<file path="src/rtl/rgb_pkg.sv">
// Constants and pixel type shared by the RGB test-pattern generator and checker.
// Both ends derive the ramp from these seeds and steps so they stay in lock-step.
package rgb_pkg;

  localparam int DEF_H_ACTIVE = 640;
  localparam int DEF_V_ACTIVE = 480;

  localparam logic [7:0] DEF_SEED_R = 8'd0;
  localparam logic [7:0] DEF_SEED_G = 8'd85;
  localparam logic [7:0] DEF_SEED_B = 8'd170;

  localparam logic [7:0] STEP_R = 8'd1;
  localparam logic [7:0] STEP_G = 8'd2;
  localparam logic [7:0] STEP_B = 8'd3;

  typedef struct packed {
    logic [7:0] r;
    logic [7:0] g;
    logic [7:0] b;
  } rgb_t;

  // One ramp step; 8-bit adds give the modulo-256 wrap for free.
  function automatic rgb_t rgb_advance(input rgb_t p);
    rgb_t n;
    n.r = p.r + STEP_R;
    n.g = p.g + STEP_G;
    n.b = p.b + STEP_B;
    return n;
  endfunction

endpackage

</file>
<file path="src/rtl/rgb_expected_gen.sv">
// Three modulo-256 ramp counters producing the expected pixel value.
// load takes priority over advance.
module rgb_expected_gen
  import rgb_pkg::*;
(
  input  logic clk,
  input  logic rst_n,
  input  logic load,
  input  rgb_t load_value,
  input  logic advance,
  output rgb_t expected
);

  always_ff @(posedge clk or negedge rst_n) begin
    if (!rst_n) begin
      expected <= '0;
    end else if (load) begin
      expected <= load_value;
    end else if (advance) begin
      expected <= rgb_advance(expected);
    end
  end

endmodule

</file>
<file path="config.mk">
export PLATFORM = sky130hd
export DESIGN_NAME = rgb_expected_gen
export DESIGN_NICKNAME = d
export VERILOG_FILES = /design/src/rtl/rgb_pkg.sv /design/src/rtl/rgb_expected_gen.sv
export SDC_FILE = /design/constraint.sdc
export NUM_CORES = 1
export LEC_CHECK = 0
export CAP_MARGIN = 10
export CORE_UTILIZATION = 38
export DETAILED_ROUTE_END_ITERATION = 10
export PLACE_DENSITY_LB_ADDON = 0.05
export REMOVE_ABC_BUFFERS = 1
export SLEW_MARGIN = 5
export SYNTH_ARGS = -nofsm -noshare
export SYNTH_HDL_FRONTEND = slang
export SYNTH_SLANG_ARGS = --single-unit
export TNS_END_PERCENT = 10
</file>
<file path="constraint.sdc">
create_clock -name clk -period 1.7 [get_ports clk]
set_clock_uncertainty 0.2 [all_clocks]
set_input_delay 0.255 -clock clk [delete_from_list [all_inputs] [get_ports clk]]
set_output_delay 0.255 -clock clk [all_outputs]
set_load 0.01 [all_outputs]
</file>
# [After elaboration in Yosys (flattened, before gate mapping)]
# Index checks and enable logic that the tools add are counted.
[word_totals] in_bits=28 ff_bits=24 rom_bits=0 word_cells=9 mem_count=0 latchBits=0 output_inout_bits=24 mem_bits_rw=0
[op_classes] n_div=0 add_sub_neg=3 shift=0 bitwise_logic=0 muxes=2 n_eq_ne=0 multipliers=0 reduce_logical=1 order_cmp=0
[ops] operator="$mux 24" n=2
[ops] operator="$add 8x2->8 const B" n=2
[ops] operator="$add 8x1->8 const B" n=1
[ops] operator="$reduce_bool 2->1" n=1

# [Longest topological paths before layout]
# Gate-level depths: netlist of the first run.
[depth] word_depth=3 ltp_mapped=5 mapped_depth_nobuf=5

# [Worst setup path after synthesis of the first run]
# OpenSTA, ideal clock, no wires.
[synth_path] kind="register -> register" from="reg expected[0] (netlist bit)" to="reg expected[6] (netlist bit)" arrival_time_ns=1.444 n_path_buf=0 period_less_slack_ns=1.713 required_time_ns=1.431 slack_ns=-0.013 path_stages_with_launch=6 cell_sequence="dfrtp_1 > inv_1 > ha_1 > nand4b_1 > or4_1 > nand3_1"
[synth_between] elab_chain_len=3
[synth_rtl] item="from (decl)" line="rgb_expected_gen.sv:11" rtl="output rgb_t expected"
[synth_rtl] item="from (signal assigned)" line="rgb_expected_gen.sv:18" rtl="expected <= load_value;"
[synth_rtl] item="from (signal assigned)" line="rgb_expected_gen.sv:20" rtl="expected <= rgb_advance(expected);"
[synth_rtl] item="$add 8x2->8" line="rgb_pkg.sv:27" rtl="n.b = p.b + STEP_B;"
[synth_rtl] item="$mux 24" line="rgb_expected_gen.sv:19" rtl="end else if (advance) begin"
[synth_rtl] item="$mux 24" line="rgb_expected_gen.sv:17" rtl="end else if (load) begin"
# No other way between the ends. The select of a mux whose other input is x is not followed.
# A chain may end at the register's enable or synchronous reset.

# [Final worst setup path of the first run]
[layout_path] from="in advance" to="reg expected[23] (netlist bit)"
[layout_between] elab_chain_len=1
[layout_rtl] item="from (decl)" line="rgb_expected_gen.sv:10" rtl="input logic advance,"
[layout_rtl] item="$reduce_bool 2->1 (no source line)"
# No other way between the ends.

==> metrics.txt, run 1 <==
status complete, no violations; worst-case reg-to-reg path depth 5; CTS Buf Count 3; CTS tree built; RSZ-0062 raised after global routing no; Regs by FF count expected x24; startpoint types input pin; Design Area, Final 1960 um2; register area share after synthesis 0.467; ys async rst share 1.00; largest family of logic cells by synthesized area simple AND/OR/NAND/NOR gates; # DRC 0; sw power 418 uW; GR Util met1 0.224; worst endpoint required time 1.76 ns; Routed Antenna Nets 0; WL/cell 12.7 um; core area 3130 um2; post-synthesis mux area share 0.0243; Adder-Cell Fraction of Synth Area 0.0292; largest net degree at the start of global routing 25; Clock Path Buffers 2; register share of total power 0.516; Top delay family on crit path simple AND/OR/NAND/NOR gates; Worst setup EP type flip-flop; WP depth 5; Die Wd 60.2 um; total gr overflow 0; clk slew on worst S/H paths 0.13 ns; n_diodes 0; Slew Limit Fails 0; share of layout cells above drive strength 1 0.108; Max VDD drop 0.000307 V; Netlist Area Pre-Place 1290 um2; post-route insts no fill 248; total power draw 1.37 mW; DR vias 1245; fill count 290; largest stage delay on the critical path 0.51 ns; Leakage 0.877 nW; crit path DAT 1.69 ns; Inst Count DP 244; slew at the pin closest to its max-slew limit 0.319 ns; Most used DFF post-synth dfrtp_1; initial antenna violation count 0; nets@finish 237; min-delay worst type in -> async; post-layout util 0.626; vias per cell 5.02; port bufs 51; Ports 52; Synth Instances 141; Reg-to-Reg End expected[6]; CP max-delay cell clkdlybuf4s50_1; Synth Area in XOR/XNOR 0.0817; Max Clk Rate 611 MHz; total clock sinks 24; DP Wirelength 2270 um; switching share of power 0.305; Clock Power Share 0.179; CP Class in -> reg; largest reg by FF count expected; H-tree depth 1; first-pass GRT wire length 5020 um; Routed WL 3160 um; later-pin clock latency in the skew report 0.31 ns; crit path cell chain clkdlybuf4s50_1, buf_12, nand4_1, or4_1, nand3_1; slew margin rel. 0.787; Max Cap Viol 0; Synth Area in Compound Gates 0.113; Initial Util 0.411; hold buffers post-CTS 0; Final Hold Viols 0; vias in the first global route 1206; Largest register FFs 24; setup violators final 0; grt peak-use layer met2; GPL Wtd Cong 0.770; CP bufs+invs 2; GRT met2 Usage 0.331; Area Overhead vs Synth 52.2%; Reg2Reg Setup Slack 0.07 ns; dpl cell area 1950 um2; CP max FO 18; Syn. warnings 0; DRT iter0 DRCs 65; Netlist cell types 22; internal power 952 uW; number of synthesized flops with an enable pin 0; Final period util 0.963; Avg Cell Area, Syn 9.12 um2; Reg-to-Reg Start expected[0]; # rows 20; combinational fraction of design power 0.305; PD cells 699 nW/um2; shortest period the worst path allows 1.64 ns; Hold WS 0.0919 ns; DIE AREA 3620 um2; Die Ht 60.2 um; Synth Area in Simple Gates 0.247; met3 Use GR 0.0260; Total GRT Usage 0.187; Root Driver clkbuf_4; drt first pass iters 4; synthesized flop and latch total 24
[stage by stage]
stage               TNS [ns]  setup slack [ns]
floorplan            -0.0130           -0.0130
CTS                        0          0.000730
detailed placement     -2.14            -0.265
global route               0          0.000438
global placement       -1.64            -0.210
finish                     0            0.0626
[cells in the final DEF, fill, tap and decap left out, types with 7 or more instances in the layout]
| master | n |
|---|---|
| nand3_1 | 8 |
| clkdlybuf4s50_1 | 27 |
| or4_1 | 7 |
| nor2b_1 | 8 |
| nand2_1 | 31 |
| dlygate4sd2_1 | 22 |
| o21ai_0 | 23 |
| dfrtp_1 | 22 |
| buf_4 | 14 |
| xor2_1 | 8 |
[how the worst max path moves through the flow]
stage            startpoint            to  slack (ns)
6_report            advance  expected[23]        0.06
5_1_grt         expected[0]   expected[6]      0.0004
4_1_cts        expected[15]  expected[15]      0.0007
3_5_place_dp        advance  expected[21]       -0.27
3_3_place_gp        advance   expected[7]       -0.21
2_1_floorplan   expected[0]   expected[6]       -0.01
[power by group through the flow]
stage | Sequential (mW) | Combinational, mW | Clock, mW
floorplan | 0.743 | 0.130 | 0
global placement | 0.720 | 0.444 | 0
detailed placement | 0.723 | 0.454 | 0
CTS | 0.707 | 0.422 | 0.265
global route | 0.719 | 0.464 | 0.285
finish | 0.707 | 0.418 | 0.245
[cell usage after synthesis (all sizes together) (2+ instances only)]
cell type   n  area (um2)
buf         6        37.5
dfrtp      24         601
ha          3        37.5
inv         2        7.51
mux2i       2        20.0
nand2      31         116
nand3       8        40.0
nand4       6        37.5
nor2b       8        50.1
o21ai      24         120
o31a        2        17.5
or4         7        52.6
xnor2       4        35.0
xor2        8        70.1
[final cells by class]
type | instances | area, um2 | area share
clock buffers | 3 | 22.5 | 0.0115
flip-flops and latches | 24 | 603 | 0.308
well taps | 44 | 55.1 | 0.0281
repair buffers | 67 | 633 | 0.323
multi-input cells | 108 | 637 | 0.325
inverters | 2 | 7.51 | 0.00383
[per-layer routing]
metal  share of wire  routed length (um)  vias up
li1                -                   -      623
met1            0.44                1400      574
met2            0.50                1580       46
met3           0.054                 169        2
met4          0.0051                  16        0
met5               0                   0        -
[cell families (layout without fill, tap and decap cells)]
group / Yosys count / count (layout)
xor+xnor: 12 / 12
simple gates: 63 / 63
fa+ha+maj: 3 / 3
buf+inv: 9 / 72
flops: 24 / 24
compound gates: 27 / 27
mux: 3 / 3
[repair_timing]
item / 4_1_cts / 5_1_grt
gates resized for setup: 24 / 2
endpoints found under the setup margin: 22 / 2
buffers inserted: 1 / 0
(Power assumes the default switching activity.)
==> run 2, diff against run 1 <==
--- a/config.mk
+++ b/config.mk
@@ -6,6 +6,7 @@
 export NUM_CORES = 1
 export LEC_CHECK = 0
 export CAP_MARGIN = 10
+export CORE_MARGIN = 2
 export CORE_UTILIZATION = 38
 export DETAILED_ROUTE_END_ITERATION = 10
 export PLACE_DENSITY_LB_ADDON = 0.05
==> run 2 against run 1 <==
Compared with the run above: sequential share of layout area fell by 0.48 points; cell count rose by 3.2%; fmax rose by 1.6%; worst setup slack improved by 0.026 ns; flip-flop and latch count did not move; highest routed layer unchanged; register-to-register slack improved by 0.02 ns.
==> metrics.txt, run 2 (synthesis results as in run 1) <==
status complete, no violations; crit path cell chain ha_1, nand4_1, or4_1, nand3_1; register share of total power 0.494 (-0.022); CP Class reg -> reg; slew at the pin closest to its max-slew limit 0.321 ns (+0.00206 ns); min-delay worst type in -> async; Regs by FF count expected x24; Total GRT Usage 0.171 (-0.0152); startpoint types flip-flop; Die Wd 62.2 um (+3.3%); PD cells 721 nW/um2 (+3.1%); DP Wirelength 2370 um (+4.5%); shortest period the worst path allows 1.61 ns (-0.0260 ns); core area 3280 um2 (+5.0%); Clock Path Buffers 2 (unchanged); Final Hold Viols 0 (unchanged); largest net degree at the start of global routing 25 (unchanged); largest stage delay on the critical path 0.49 ns (-0.02 ns); H-tree depth 1 (unchanged); vias in the first global route 1239 (+2.7%); crit path DAT 1.67 ns (-0.02 ns); n_diodes 0 (unchanged); internal power 1.00 mW (+5.3%); later-pin clock latency in the skew report 0.31 ns (about the same); WL/cell 11.9 um (-6.2%); DRT iter0 DRCs 49 (-25%); GPL Wtd Cong 0.785 (+1.9%); most frequent cells in the layout nand2_1, clkdlybuf4s50_1, dfrtp_1; total clock sinks 24 (unchanged); Routed Antenna Nets 0 (unchanged); # Post-CTS Setup Buffers 0 (-1); most common cell after layout, fill and taps aside nand2_1; CP max-delay cell or4_1; Leakage 0.892 nW (+1.8%); sw power 425 uW (+1.8%); Largest register FFs 24 (unchanged); dpl cell area 1970 um2 (+1.2%); Slew Limit Fails 0 (unchanged); DIE AREA 3870 um2 (+6.8%); Die Ht 62.2 um (+3.3%); nets@finish 242 (+2.1%); first-pass GRT wire length 5440 um (+8.4%); Hold WS 0.0779 ns (-0.0140 ns); Max Clk Rate 621 MHz (+1.6%); Routed WL 3060 um (-3.1%); Clock Power Share 0.212 (+0.033); worst endpoint required time 1.76 ns (about the same); Root Driver clkbuf_4; Max Cap Viol 0 (unchanged); vias per cell 4.91 (-2.2%); worst slack, placed -0.225 ns (+0.0403 ns); DR vias 1257 (+0.96%); Design Area, Final 1980 um2 (+1.2%); setup violators final 0 (unchanged); combinational fraction of design power 0.294 (-0.011); Initial Util 0.392 (-0.0196); slew margin rel. 0.786 (-0.00137); share of layout cells above drive strength 1 0.124 (+0.0160); fill count 313 (+7.9%); clk slew on worst S/H paths 0.14 ns (about the same); # DRC 0 (unchanged); Worst setup EP type flip-flop; setup_tns 0 ns (unchanged); Final period util 0.948 (-0.0153); Ports 52 (unchanged); initial antenna violation count 0 (unchanged); RSZ-0062 raised after global routing no; CTS Buf Count 3 (unchanged); switching share of power 0.298 (-0.00723); port bufs 51 (unchanged); Area Overhead vs Synth 54.0%; Max VDD drop 0.000391 V (+27%); drt first pass iters 4 (unchanged); CTS tree built; # rows 21 (+5.0%); Final WS setup 0.0885 ns (+0.0260 ns); CP max FO 4 (-14); largest reg by FF count expected; total gr overflow 0 (unchanged)
==> run 2: cell types whose count changed in the layout (fill, tap and decap cells not counted) <==
| cell | previous run | this run |
|---|---|---|
| dfrtp_2 | 2 | 0 |
| buf_4 | 14 | 21 |
| dlymetal6s2s_1 | 2 | 1 |
| dfrtp_1 | 22 | 24 |
| dlygate4sd2_1 | 22 | 23 |
| buf_12 | 2 | 0 |
| clkbuf_8 | 0 | 1 |
==> run 2: final timing paths <==
| path | from | to | slack [ns] | depth (start not counted) |
|---|---|---|---|---|
| hold reg to reg | expected[8] | expected[8] | 0.32 | 1 |
| hold / removal | rst_n | expected[23] | 0.08 | 2 |
| max in group asynchronous | rst_n | expected[15] | 0.97 | 2 |
| setup reg to reg | expected[16] | expected[22] | 0.09 | 4 |
| min in group clk | load_value[22] | expected[22] | 0.27 | 3 |
| setup / recovery | expected[16] | expected[22] | 0.09 | 4 |
==> run 2: per-layer routing <==
| metal | track usage | up-vias | part of all wire |
|---|---|---|---|
| met4 | 0.0500 | 0 | 0.0062 |
| met2 | 0.304 | 34 | 0.49 |
| met1 | 0.208 | 589 | 0.44 |
| li1 | - | 632 | - |
| met5 | 0 | - | 0 |
| met3 | 0.0399 | 2 | 0.064 |
==> run 2: stage by stage <==
stage	instances	power, mW	utilization
2_1_floorplan	134	0.873	-
3_3_place_gp	252	1.18	0.600
3_5_place_dp	252	1.19	0.600
4_1_cts	256	1.45	0.602
5_1_grt	256	1.53	0.603
6_report	256	1.43	0.603
==> run 2: power groups by stage <==
stage	combinational (mW)	clock (mW)	sequential (mW)
final	0.420	0.303	0.705
after global routing	0.467	0.349	0.718
after CTS	0.428	0.319	0.706
after detailed placement	0.470	0	0.719
after global placement	0.463	0	0.717
after floorplan	0.130	0	0.743
==> run 2: cell type report <==
type | instances | area (um2) | share of cell area
timing repair buffer | 72 | 642 | 0.324
multi-input combinational | 108 | 637 | 0.322
sequential | 24 | 601 | 0.303
tap | 46 | 57.6 | 0.0291
clock buffer | 4 | 36.3 | 0.0183
inverter | 2 | 7.51 | 0.00379
==> run 2: worst max-delay path: cells and delay by family (launching register included) <==
kind | cells | cell delay [ns]
fa+ha+maj | 1 | 0.20
flops | 1 | 0.44
simple gates | 3 | 0.73
==> run 2: repair_timing <==
item                                    4_1_cts  5_1_grt
hold buffers                                  0        0
pin swaps                                     0        1
endpoints found under the setup margin       23        2
gates cloned                                  0        0
gates resized for setup                      23        1
==> run 3, diff against run 2 <==
--- a/config.mk
+++ b/config.mk
@@ -9,6 +9,7 @@
 export CORE_MARGIN = 2
 export CORE_UTILIZATION = 38
 export DETAILED_ROUTE_END_ITERATION = 10
+export HOLD_SLACK_MARGIN = 0.12
 export PLACE_DENSITY_LB_ADDON = 0.05
 export REMOVE_ABC_BUFFERS = 1
 export SLEW_MARGIN = 5
==> run 3 against run 2 <==
Compared with the run above: clock-buffer cell count unchanged; final area up 0.51%; clock power about the same; worst setup slack unchanged.
==> metrics.txt, run 3 (synthesis results as in run 1) <==
status complete, no violations; Die Ht 62.2 um (unchanged); # DRC 0 (unchanged); worst endpoint required time 1.76 ns (about the same); WL/cell 11.9 um (about the same); Top delay family on crit path simple AND/OR/NAND/NOR gates; Ports 52 (unchanged); Max Clk Rate 621 MHz (unchanged); Design Area, Final 1990 um2 (+0.51%); Largest register FFs 24 (unchanged); total clock sinks 24 (unchanged); Worst setup EP type flip-flop; core area 3280 um2 (unchanged); vias per cell 4.91 (about the same); Max Cap Viol 0 (unchanged); CP max FO 4 (unchanged); CTS Buf Count 3 (unchanged); most common cell after layout, fill and taps aside nand2_1; DIE AREA 3870 um2 (unchanged); CP bufs+invs 0 (unchanged); largest stage delay on the critical path 0.49 ns (about the same); nets@finish 243 (+0.41%); post-route insts no fill 257 (+0.39%); Die Wd 62.2 um (unchanged); drt first pass iters 4 (unchanged); RSZ-0062 raised after global routing no; Slew Limit Fails 0 (unchanged); largest reg by FF count expected; port bufs 51 (unchanged); crit path DAT 1.67 ns (about the same); min-delay worst type in -> reg; CP max-delay cell or4_1; total gr overflow 0 (unchanged); Regs by FF count expected x24; Clock Path Buffers 2 (unchanged); vias in the first global route 1247 (+0.65%); Clock Power Share 0.212 (about the same); Reg-to-Reg End expected[22]; DR vias 1261 (+0.32%); PD cells 718 nW/um2 (-0.37%); post-layout util 0.606 (+0.00305); clk slew on worst S/H paths 0.14 ns (about the same); Total GRT Usage 0.172 (+0.000777); largest net degree at the start of global routing 25 (unchanged); Area Overhead vs Synth 54.8%; initial antenna violation count 0 (unchanged); WHS Path Cells 3; slew margin rel. 0.786 (about the same); CTS tree built; shortest period the worst path allows 1.61 ns (unchanged); CP Class reg -> reg; register share of total power 0.493 (about the same); Min-Delay Endpoint expected[22]; Leakage 0.896 nW (+0.47%); Root Driver clkbuf_4; internal power 1.00 mW (+0.15%); DP Wirelength 2370 um (unchanged); Reg2Reg Setup Slack 0.09 ns (about the same); Reg-to-Reg Start expected[16]; Final Hold Viols 0 (unchanged); switching share of power 0.298 (about the same); n_diodes 0 (unchanged); H-tree depth 1 (unchanged); Initial Util 0.392 (unchanged); combinational fraction of design power 0.295 (about the same); share of layout cells above drive strength 1 0.123 (-0.000587); slew at the pin closest to its max-slew limit 0.321 ns (+0.00000763 ns); worst-case reg-to-reg path depth 4 (unchanged); startpoint types flip-flop; later-pin clock latency in the skew report 0.31 ns (about the same); Final period util 0.948 (unchanged); DRT iter0 DRCs 59 (+20%); Max VDD drop 0.000391 V (about the same); setup violators final 0 (unchanged); Routed Antenna Nets 0 (unchanged); hold_sp load_value[22]; Routed WL 3070 um (+0.39%); crit path cell chain ha_1, nand4_1, or4_1, nand3_1; first-pass GRT wire length 5460 um (+0.50%); dpl cell area 1970 um2 (unchanged); most frequent cells in the layout nand2_1, clkdlybuf4s50_1, dfrtp_1; # rows 21 (unchanged); sw power 426 uW (about the same); # Post-CTS Setup Buffers 0 (unchanged); Inst Count DP 252 (unchanged); GPL Wtd Cong 0.785 (unchanged)
[run 3: changes by cell type in the layout (fill, tap and decap cells not counted)]
cell	previous run	this run
dlygate4sd3_1	0	1
[run 3: timing repair]
action	in CTS	in global routing
gates cloned	0	0
pin swaps	0	1
endpoints found under the setup margin	23	2
hold endpoints to repair	24	0
hold buffers	1	0
gates resized for setup	23	1
[run 3: worst register-to-register path, cell delays in order (launching register included)]
cell and delay (ns):
dfrtp_1 0.44, ha_1 0.20, nand4_1 0.15, or4_1 0.49, nand3_1 0.09
[run 3: worst max path at each step]
| stage | from | to | slack [ns] | depth (start not counted) |
|---|---|---|---|---|
| 2_1_floorplan | expected[0] | expected[6] | -0.01 | 5 |
| 3_3_place_gp | advance | expected[23] | -0.18 | 5 |
| 3_5_place_dp | advance | expected[21] | -0.22 | 5 |
| 4_1_cts | expected[8] | expected[8] | 0.03 | 1 |
| 5_1_grt | expected[16] | expected[22] | 0.008 | 4 |
| 6_report | expected[16] | expected[22] | 0.09 | 4 |
[run 3: power by group through the flow]
stage	logic, mW	clock network [mW]	registers, mW
2_1_floorplan	0.130	0	0.743
3_3_place_gp	0.463	0	0.717
3_5_place_dp	0.470	0	0.719
4_1_cts	0.430	0.319	0.706
5_1_grt	0.469	0.349	0.718
6_report	0.422	0.303	0.705
[run 3: final cells by class]
type / instances / area [um2]
Multi-Input combinational cell: 108 / 637
Tap cell: 46 / 57.6
Fill cell: 312 / 1290
Clock buffer: 4 / 36.3
Timing Repair Buffer: 73 / 652
Sequential cell: 24 / 601
Inverter: 2 / 7.51
[run 3: per-layer routing]
metal,share of wire,wire length (um),vias up,global-route usage
li1,-,-,634,-
met1,0.44,1350,591,0.209
met2,0.49,1510,34,0.307
met3,0.063,193,2,0.0380
met4,0.0062,19,0,0.0500
met5,0,0,-,0
[run 3: metrics by stage]
stage	power [mW]	setup TNS (ns)	hold slack (ns)	setup slack, ns
global placement	1.18	-1.39	0.289	-0.175
finish	1.43	0	0.273	0.0885
CTS	1.45	0	0.264	0.0260
detailed placement	1.19	-1.53	0.303	-0.225
floorplan	0.873	-0.0130	-0.241	-0.0130
global route	1.54	0	0.267	0.00826
